## config.mk

```make
export PLATFORM = sky130hd
export DESIGN_NAME = forwarding_scoreboard
export DESIGN_NICKNAME = d
export VERILOG_FILES = /design/src/rtl/forwarding_scoreboard_pkg.sv /design/src/rtl/fwd_match.sv /design/src/rtl/forwarding_scoreboard.sv
export SDC_FILE = /design/constraint.sdc
export NUM_CORES = 1
export LEC_CHECK = 0
export BUFFER_PORTS_ARGS = -buffer_cell sky130_fd_sc_hd__buf_4
export CAP_MARGIN = 20
export CORE_MARGIN = 8
export CORE_UTILIZATION = 50
export DETAILED_ROUTE_END_ITERATION = 8
export HOLD_SLACK_MARGIN = 0.06
export PLACE_DENSITY_LB_ADDON = 0.2
export SETUP_SLACK_MARGIN = 0.3
export SLEW_MARGIN = 20
export SYNTH_ARGS = -nofsm -noshare
export SYNTH_HDL_FRONTEND = slang
export SYNTH_SLANG_ARGS = --single-unit
```

## constraint.sdc

```tcl
create_clock -name clk -period 1.6 [get_ports clk]
set_clock_uncertainty 0.05 [all_clocks]
set_input_delay 0.08 -clock clk [delete_from_list [all_inputs] [get_ports clk]]
set_output_delay 0.08 -clock clk [all_outputs]
set_load 0.02 [all_outputs]
```

## src/rtl/forwarding_scoreboard_pkg.sv

```systemverilog
// rtl/forwarding_scoreboard_pkg.sv - shared constants and helpers for the forwarding scoreboard
// Purpose: bit layout of a downstream shadow-pipeline entry, the register-file
//          bypass encoding and a constant clog2 used for derived widths.
// Ports:   none (package)
package forwarding_scoreboard_pkg;

  // Downstream stage entry, packed LSB first: {rd, load, wen, valid}
  localparam int ENT_VALID = 0;
  localparam int ENT_WEN   = 1;
  localparam int ENT_LOAD  = 2;
  localparam int ENT_RD    = 3;
  localparam int ENT_FLAGS = 3;

  // fwd_sel value meaning "read the register file"
  localparam int FWD_SEL_RF = 0;

  function automatic int clog2(input int value);
    int r;
    r = 0;
    while ((1 << r) < value) r++;
    return r;
  endfunction

endpackage

```

## src/rtl/fwd_match.sv

```systemverilog
// rtl/fwd_match.sv - per-source nearest-producer bypass comparator
// Purpose: picks the lowest-numbered downstream stage whose live destination
//          tag equals this source address; 0 when none or when disabled.
// Ports:   enable   - EX valid and this source actually read
//          rs       - source register address
//          tag_live - per stage: entry may forward (valid, writes, rd != 0, not a load in stage 1)
//          tag_rd   - per stage destination address, stage k at [(k-1)*REG_AW +: REG_AW]
//          sel      - bypass select, 0 = register file, k = stage k
module fwd_match
  import forwarding_scoreboard_pkg::*;
#(
  parameter int REG_AW     = 5,
  parameter int FWD_STAGES = 2,
  parameter int SEL_W      = clog2(FWD_STAGES + 1)
) (
  input  logic                         enable,
  input  logic [REG_AW-1:0]            rs,
  input  logic [FWD_STAGES-1:0]        tag_live,
  input  logic [FWD_STAGES*REG_AW-1:0] tag_rd,
  output logic [SEL_W-1:0]             sel
);

  // Walk from the oldest stage to the youngest so the nearest match overwrites.
  always_comb begin
    sel = SEL_W'(FWD_SEL_RF);
    if (enable && (rs != '0)) begin
      for (int k = FWD_STAGES; k >= 1; k--) begin
        if (tag_live[k-1] && (tag_rd[(k-1)*REG_AW +: REG_AW] == rs)) begin
          sel = SEL_W'(k);
        end
      end
    end
  end

endmodule

```

## src/rtl/forwarding_scoreboard.sv

```systemverilog
// rtl/forwarding_scoreboard.sv - forwarding and hazard controller for the pipelined core
// Purpose: tracks destination tags of the EX instruction and FWD_STAGES downstream
//          stages, produces per-source bypass selects, and stalls/holds/bubbles the
//          ID/EX boundary for load-use hazards and multi-cycle multiplies.
// Ports:   clk, arst_n           - clock, asynchronous active-low reset
//          id_*                   - instruction currently in ID
//          flush                  - branch redirect, kills ID and EX
//          fwd_sel                - per-source bypass select for EX, SEL_W bits each
//          stall_id/hold_ex       - hold PC+IF/ID, hold ID/EX
//          bubble_ex              - a bubble enters EX at the next edge
//          mul_busy               - multiply occupying EX
module forwarding_scoreboard
  import forwarding_scoreboard_pkg::*;
#(
  parameter int REG_AW     = 5,
  parameter int NUM_SRC    = 2,
  parameter int FWD_STAGES = 2,
  parameter int MUL_LAT    = 3,
  parameter int SEL_W      = clog2(FWD_STAGES + 1)
) (
  input  logic                      clk,
  input  logic                      arst_n,
  input  logic                      id_valid,
  input  logic [NUM_SRC*REG_AW-1:0] id_rs,
  input  logic [NUM_SRC-1:0]        id_rs_used,
  input  logic [REG_AW-1:0]         id_rd,
  input  logic                      id_regwrite,
  input  logic                      id_load,
  input  logic                      id_mul,
  input  logic                      flush,
  output logic [NUM_SRC*SEL_W-1:0]  fwd_sel,
  output logic                      stall_id,
  output logic                      hold_ex,
  output logic                      bubble_ex,
  output logic                      mul_busy
);

  localparam int ENT_W = ENT_FLAGS + REG_AW;
  localparam int CNT_W = (MUL_LAT > 1) ? clog2(MUL_LAT) : 1;
  localparam logic [CNT_W-1:0] MUL_LOAD = CNT_W'(MUL_LAT - 1);

  logic                      ex_valid, ex_wen, ex_load, ex_mul;
  logic [REG_AW-1:0]         ex_rd;
  logic [NUM_SRC*REG_AW-1:0] ex_rs;
  logic [NUM_SRC-1:0]        ex_rs_used;
  logic [FWD_STAGES-1:0][ENT_W-1:0] pipe_q;   // index 0 is stage 1
  logic [CNT_W-1:0]          mul_cnt;

  logic [ENT_W-1:0]             ex_ent;
  logic [FWD_STAGES-1:0]        tag_live;
  logic [FWD_STAGES*REG_AW-1:0] tag_rd;
  logic                         src_hit, load_use;

  always_comb begin
    ex_ent                    = '0;
    ex_ent[ENT_VALID]         = ex_valid;
    ex_ent[ENT_WEN]           = ex_wen;
    ex_ent[ENT_LOAD]          = ex_load;
    ex_ent[ENT_RD +: REG_AW]  = ex_rd;
  end

  // A load sitting in stage 1 never forwards: its data is not ready yet and
  // the load-use stall already keeps dependents out of EX for that cycle.
  always_comb begin
    tag_live = '0;
    tag_rd   = '0;
    for (int k = 0; k < FWD_STAGES; k++) begin
      tag_rd[k*REG_AW +: REG_AW] = pipe_q[k][ENT_RD +: REG_AW];
      tag_live[k] = pipe_q[k][ENT_VALID] && pipe_q[k][ENT_WEN]
                    && (pipe_q[k][ENT_RD +: REG_AW] != '0)
                    && !((k == 0) && pipe_q[k][ENT_LOAD]);
    end
  end

  always_comb begin
    src_hit = 1'b0;
    for (int i = 0; i < NUM_SRC; i++) begin
      if (id_rs_used[i] && (id_rs[i*REG_AW +: REG_AW] == ex_rd)) src_hit = 1'b1;
    end
    load_use = id_valid && ex_valid && ex_wen && ex_load && (ex_rd != '0) && src_hit;
  end

  assign mul_busy  = ex_valid && ex_mul && (mul_cnt != '0);
  // Reset gates the combinational controls so they read 0 while arst_n is low.
  assign stall_id  = arst_n && !flush && (mul_busy || load_use);
  assign hold_ex   = arst_n && !flush && mul_busy;
  assign bubble_ex = arst_n && (flush || (!mul_busy && (load_use || !id_valid)));

  always_ff @(posedge clk or negedge arst_n) begin
    if (!arst_n) begin
      ex_valid   <= 1'b0;
      ex_wen     <= 1'b0;
      ex_load    <= 1'b0;
      ex_mul     <= 1'b0;
      ex_rd      <= '0;
      ex_rs      <= '0;
      ex_rs_used <= '0;
      pipe_q     <= '0;
      mul_cnt    <= '0;
    end else begin
      for (int k = FWD_STAGES - 1; k >= 1; k--) begin
        pipe_q[k] <= pipe_q[k-1];
      end
      if (flush) begin
        ex_valid  <= 1'b0;
        mul_cnt   <= '0;
        pipe_q[0] <= '0;
      end else if (mul_busy) begin
        pipe_q[0] <= '0;
        mul_cnt   <= mul_cnt - CNT_W'(1);
      end else if (load_use) begin
        pipe_q[0] <= ex_ent;
        ex_valid  <= 1'b0;
      end else begin
        pipe_q[0]  <= ex_ent;
        ex_valid   <= id_valid;
        ex_wen     <= id_regwrite;
        ex_load    <= id_load;
        ex_mul     <= id_mul;
        ex_rd      <= id_rd;
        ex_rs      <= id_rs;
        ex_rs_used <= id_rs_used;
        mul_cnt    <= (id_valid && id_mul) ? MUL_LOAD : '0;
      end
    end
  end

  for (genvar i = 0; i < NUM_SRC; i++) begin : g_src
    fwd_match #(
      .REG_AW    (REG_AW),
      .FWD_STAGES(FWD_STAGES),
      .SEL_W     (SEL_W)
    ) u_match (
      .enable  (ex_valid && ex_rs_used[i]),
      .rs      (ex_rs[i*REG_AW +: REG_AW]),
      .tag_live(tag_live),
      .tag_rd  (tag_rd),
      .sel     (fwd_sel[i*SEL_W +: SEL_W])
    );
  end

endmodule

```

Word-level counts from Yosys, hierarchy flattened
Index checks and enable logic that the tools add are counted.
- input bits: 24
- output and inout port bits: 8
- logic and storage cells: 81
- register bits after elaboration: 39
- equality and inequality tests: 8
- reduce and logical (&&, ||, !) cells: 42
- mux-type cells: 17
- bitwise gates (word level): 3
- $add $sub $neg: 1
- operators by type and width (kind ; number):
    $eq A5 B5 Y1 ; 6
    $logic_and A1 B1 Y1 ; 28
    $reduce_bool A5 Y1 ; 5
    $mux W2 ; 10
    $mux W8 ; 2
    $mux W1 ; 5
    $logic_not A1 Y1 ; 4
    $logic_or A1 B1 Y1 ; 3
    $ne A3 B3 Y1 const B ; 1
    $not A1 Y1 ; 3
    $reduce_and A3 Y1 ; 1
    $ne A2 B2 Y1 const B ; 1
    $reduce_bool A2 Y1 ; 1
    $sub A2 B1 Y2 const B ; 1

Logic depth before layout (Yosys ltp)
- depth after elaboration: 9
- depth in mapped cells: 8
- mapped depth without buffers: 7

Hierarchy
From an unflattened synthesis, not the netlist that was laid out.
- cell total of the unflattened synthesis: 157
- area, all modules: 1960.6 um2
- modules (own cells, without submodules) (module ; area an instance (um2) ; cells each ; seq. area each (um2) ; times used):
    forwarding_scoreboard ; 1667.8 ; 121 ; 950.9 ; 1
    fwd_match ; 146.4 ; 18 ; 0.0 ; 2

Worst setup path after synthesis
Ideal clock, no wire load.
- kind: register to output
- start point: register pipe_q[3] in the netlist's numbering
- end point: output fwd_sel[1]
- setup slack: -0.388 ns
- arrival time: 1.858 ns
- stages on the path, launching flop included: 6
- path buffers: 0
- required time: 1.470 ns
- cell sequence: dfrtp_1 > or4_1 > nor2_1 > nor3_1 > nand4_1 > nor4b_1
- longest elaborated chain between the ends: 6
- elaborated cells between the ends (all ways): 7
- classes of those cells: 1 x eq/ne; 2 x mux; 4 x reduce/logical
- ends and longest elaborated chain (what ; RTL line ; text):
    start, declared ; forwarding_scoreboard.sv:46 ; logic [FWD_STAGES-1:0][ENT_W-1:0] pipe_q;
    start signal, assigned by index ; forwarding_scoreboard.sv:102 ; pipe_q[k] <= pipe_q[k-1];
    $reduce_bool A5 Y1 ; forwarding_scoreboard.sv:70 ; && (pipe_q[k][ENT_RD +: REG_AW] != '0)
    $logic_and A1 B1 Y1 ; forwarding_scoreboard.sv:70 ;
    $logic_and A1 B1 Y1 ; forwarding_scoreboard.sv:71 ; && !((k == 0) && pipe_q[k][ENT_LOAD]);
    $logic_and A1 B1 Y1 * ; fwd_match.sv:28 ; if (tag_live[k-1] && (tag_rd[(k-1)*REG_AW +: REG_AW] == rs)) begin
    $mux W2 * ; fwd_match.sv:28 ;
    $mux W2 * ; fwd_match.sv:26 ; if (enable && (rs != '0)) begin
    end, declared ; forwarding_scoreboard.sv:31 ; output logic [NUM_SRC*SEL_W-1:0] fwd_sel,
Every way passes the cells marked *; elsewhere a longest branch is shown, timed or not.

Worst setup path after layout
Ends and elaborated chain as after synthesis.

==> results.json <==
{
  "r2r_start": "mul_cnt[0]",
  "clk_pin_slew_worst_paths_ps": 80,
  "layout-drive-gt1-share_pct": 58.3,
  "synth.area.mux_share_pct": 15.4,
  "core_area_sq_um": 3720,
  "cts_max_level": 2,
  "setup.worst_path.start_class": "flip-flop",
  "hold_path.class": "input pin to flip-flop",
  "num_antenna_cells": 0,
  "die_w_um": 78.4,
  "final_common_cell": "buf_4",
  "ir_drop_uv": 696,
  "leakage_nw": 1.51,
  "worstPathArrival_ps": 1990,
  "vias_per_cell": 5.62,
  "dp_slack_ps": -230,
  "port_buffers": 31,
  "worst_pin_slew_ps": 486,
  "ff2ff_setup_slack_ps": -400,
  "grt_overflow_total": 0,
  "grt_usage_pct": 20.0,
  "ant_nets": 0,
  "synth_ff_type": "dfrtp_1",
  "netlist_area_sq_um": 1950,
  "synth_area_leader_cell": "dfrtp_1",
  "fin_util_pct": 88.1,
  "place_congestion": 0.830,
  "drt-initial-drc-count": 109,
  "grt_pass1_wl_mm": 9.50,
  "hold_start": "id_valid",
  "hpwl_mm": 3.75,
  "grt_max_degree": 39,
  "syn_avg_cell_area_sq_um": 12.6,
  "synth-edff-count": 0,
  "ys_types": 34,
  "cp.buffers_inverters": 1,
  "critPathKind": "flip-flop to primary output",
  "critical-path-top-delay-family": "simple AND/OR/NAND/NOR gates",
  "fillers": 143,
  "min_path_cells": 3,
  "wire_per_inst_um": 22.7,
  "drv_slew": 0,
  "fp.dieH_um": 78.4,
  "route.detailed.drc": 0,
  "cts_sinks": 38,
  "power.density_nw_per_um2": 787,
  "rows": 22,
  "antenna_found_initial": 0,
  "finalHoldViolations": 0,
  "cts.path.max_buffers": 2,
  "synthCells": 155,
  "netlist.area_leader.share_pct": 48.9,
  "synth_compound_area_share_pct": 5.21,
  "fin_crit_sh_pct": 133,
  "endpoint_kind": "primary output",
  "fmax_ghz": 0.471,
  "setup_ws_ps": -523,
  "area_growth_pct": 68.3,
  "synthSimpleGateAreaFrac_pct": 14.0,
  "outcome": "finished, violations left",
  "whs_ps": 90.0,
  "cts_tree": "yes",
  "fin_nets": 290,
  "ys_seq_area_share_pct": 48.9,
  "clock_latency_ps": 300,
  "rsz0062_at_grt": "yes",
  "synth_fp_nets": 180,
  "grt_pass1_vias": 1863,
  "reg2reg_to": "ex_rd[0]",
  "instances_no_fill": 314,
  "final_area_sq_um": 3270,
  "violations": "negative setup slack",
  "io_pins": 32,
  "slowest_delay_ps": 560,
  "cp_max_fo": 2,
  "placed_area_sq_um": 2560,
  "cap_viol_max_count": 0,
  "cts_root_buffer": "clkbuf_8",
  "r2r_cells": 8,
  "synth_top_family_by_area": "multiplexers",
  "cts_buffers": 5,
  "final_cell_mix": "63 x buf_4, 33 x dfrtp_1, 23 x dlygate4sd3_1",
  "synth.area.top_cells": "dfrtp_1 49%, mux2_4 15%, xnor2_1 8.1%",
  "die_area_sq_um": 6140,
  "yosys_register_bits": 38,
  "dp.cells": 265,
  "setup_viol": 31,
  "initial_core_util_pct": 52.4,
  "vias": 1766,
  "min_to": "mul_cnt[1]",
  "crit_required_ps": 1470,
  "slew_headroom_pct": 67.6,
  "synthXorXnorAreaFrac_pct": 13.5,
  "min_period_ps": 2120,
  "crit_chain": "or4_1 > nor2_2 > nor3_2 > nand4_1 > nor4b_2 > buf_4",
  "synth_fa_ha_area_share_pct": 0.643,
  "firstDrtPassIters": 5,
  "yosysWarnings": 0,
  "async_flop_share_pct": 100,
  "wirelength_mm": 7.13,
  "worst_path_max_delay_cell": "or4_1"
}
==> stage by stage <==
stage / total power, mW / TNS [ps]
4_1_cts: 2.44 / -7430
3_3_place_gp: 1.65 / -3560
3_5_place_dp: 1.67 / -4650
5_1_grt: 2.67 / -12420
2_1_floorplan: 1.42 / -2460
6_report: 2.58 / -11050
==> cell usage after synthesis (2+ instances only) <==
cell and instances:
and3_1 7, buf_6 2, clkbuf_1 2, dfrtp_1 38, inv_1 3, mux2_4 20
nand2_1 7, nand3_1 3, nand4_1 5, nor2_1 4, nor3_1 7, o211ai_1 4
or4_1 4, xnor2_1 18, xor2_1 12
==> worst reg2reg max path, delay by kind of cell, from the launching register on <==
kind	cells	cell delay, ps
buf+inv	3	400
simple gates	2	260
flops	1	410
compound gates	1	290
fa+ha+maj	1	180
mux	1	310
==> report_power, final <==
group / total, mW / leakage (nW) / switching [mW] / internal (mW)
Combinational: 0.734 / 0.994 / 0.302 / 0.432
Clock: 0.698 / 0.0482 / 0.350 / 0.348
Sequential: 1.14 / 0.464 / 0.0953 / 1.05
Total: 2.58 / 1.51 / 0.747 / 1.83
==> area by class of cell <==
cell class,instances,area (sq um),share of cell area (%)
clock buffers,7,86.3,2.64
clock inverters,1,5.00,0.153
inverters,4,20.0,0.611
multi-input cells,109,1170,35.7
flip-flops and latches,38,957,29.2
well taps,48,60.1,1.83
repair buffers,107,978,29.9
==> timing repair <==
| action | in CTS | in global routing |
|---|---|---|
| gates resized for setup | 24 | 35 |
| hold buffers | 23 | 0 |
| gates cloned | 1 | 0 |
| endpoints found under the hold margin | 60 | 0 |
| pin swaps | 9 | 14 |
| setup endpoints to repair | 39 | 39 |
| setup buffers | 8 | 9 |
==> per-layer routing <==
metal / share of wire (%) / global-route usage, % / wire (um) / vias to the layer above
li1: - / - / - / 767
met1: 37 / 19.8 / 2630 / 884
met2: 53 / 38.7 / 3760 / 80
met3: 4.5 / 5.01 / 321 / 35
met4: 5.8 / 7.41 / 415 / 0
met5: 0 / 0 / 0 / -
==> flip-flops by register name, summed over array words and instances (netlist names) <==
signal / cells
ex_load: 1
ex_mul: 1
ex_rd: 5
ex_rs: 10
ex_rs_used: 2
ex_valid: 1
ex_wen: 1
mul_cnt: 2
pipe_q: 15
==> cells by family after synthesis <==
group / Yosys count
AND/OR/NAND/NOR: 46
flip-flops: 38
XOR/XNOR: 30
multiplexers: 20
AO/OA/AOI/OAI: 12
buffers and inverters: 8
adder cells (fa/ha/maj): 1
==> how the worst max path moves through the flow <==
| stage | cells after the start | startpoint | end |
|---|---|---|---|
| 2_1_floorplan | 8 | mul_cnt[0] | ex_load |
| 3_3_place_gp | 7 | ex_rd[3] | bubble_ex |
| 3_5_place_dp | 7 | ex_rd[1] | bubble_ex |
| 4_1_cts | 6 | pipe_q[3] | fwd_sel[1] |
| 5_1_grt | 6 | pipe_q[3] | fwd_sel[1] |
| 6_report | 6 | pipe_q[3] | fwd_sel[1] |
Power figures use the tool's default switching activity.
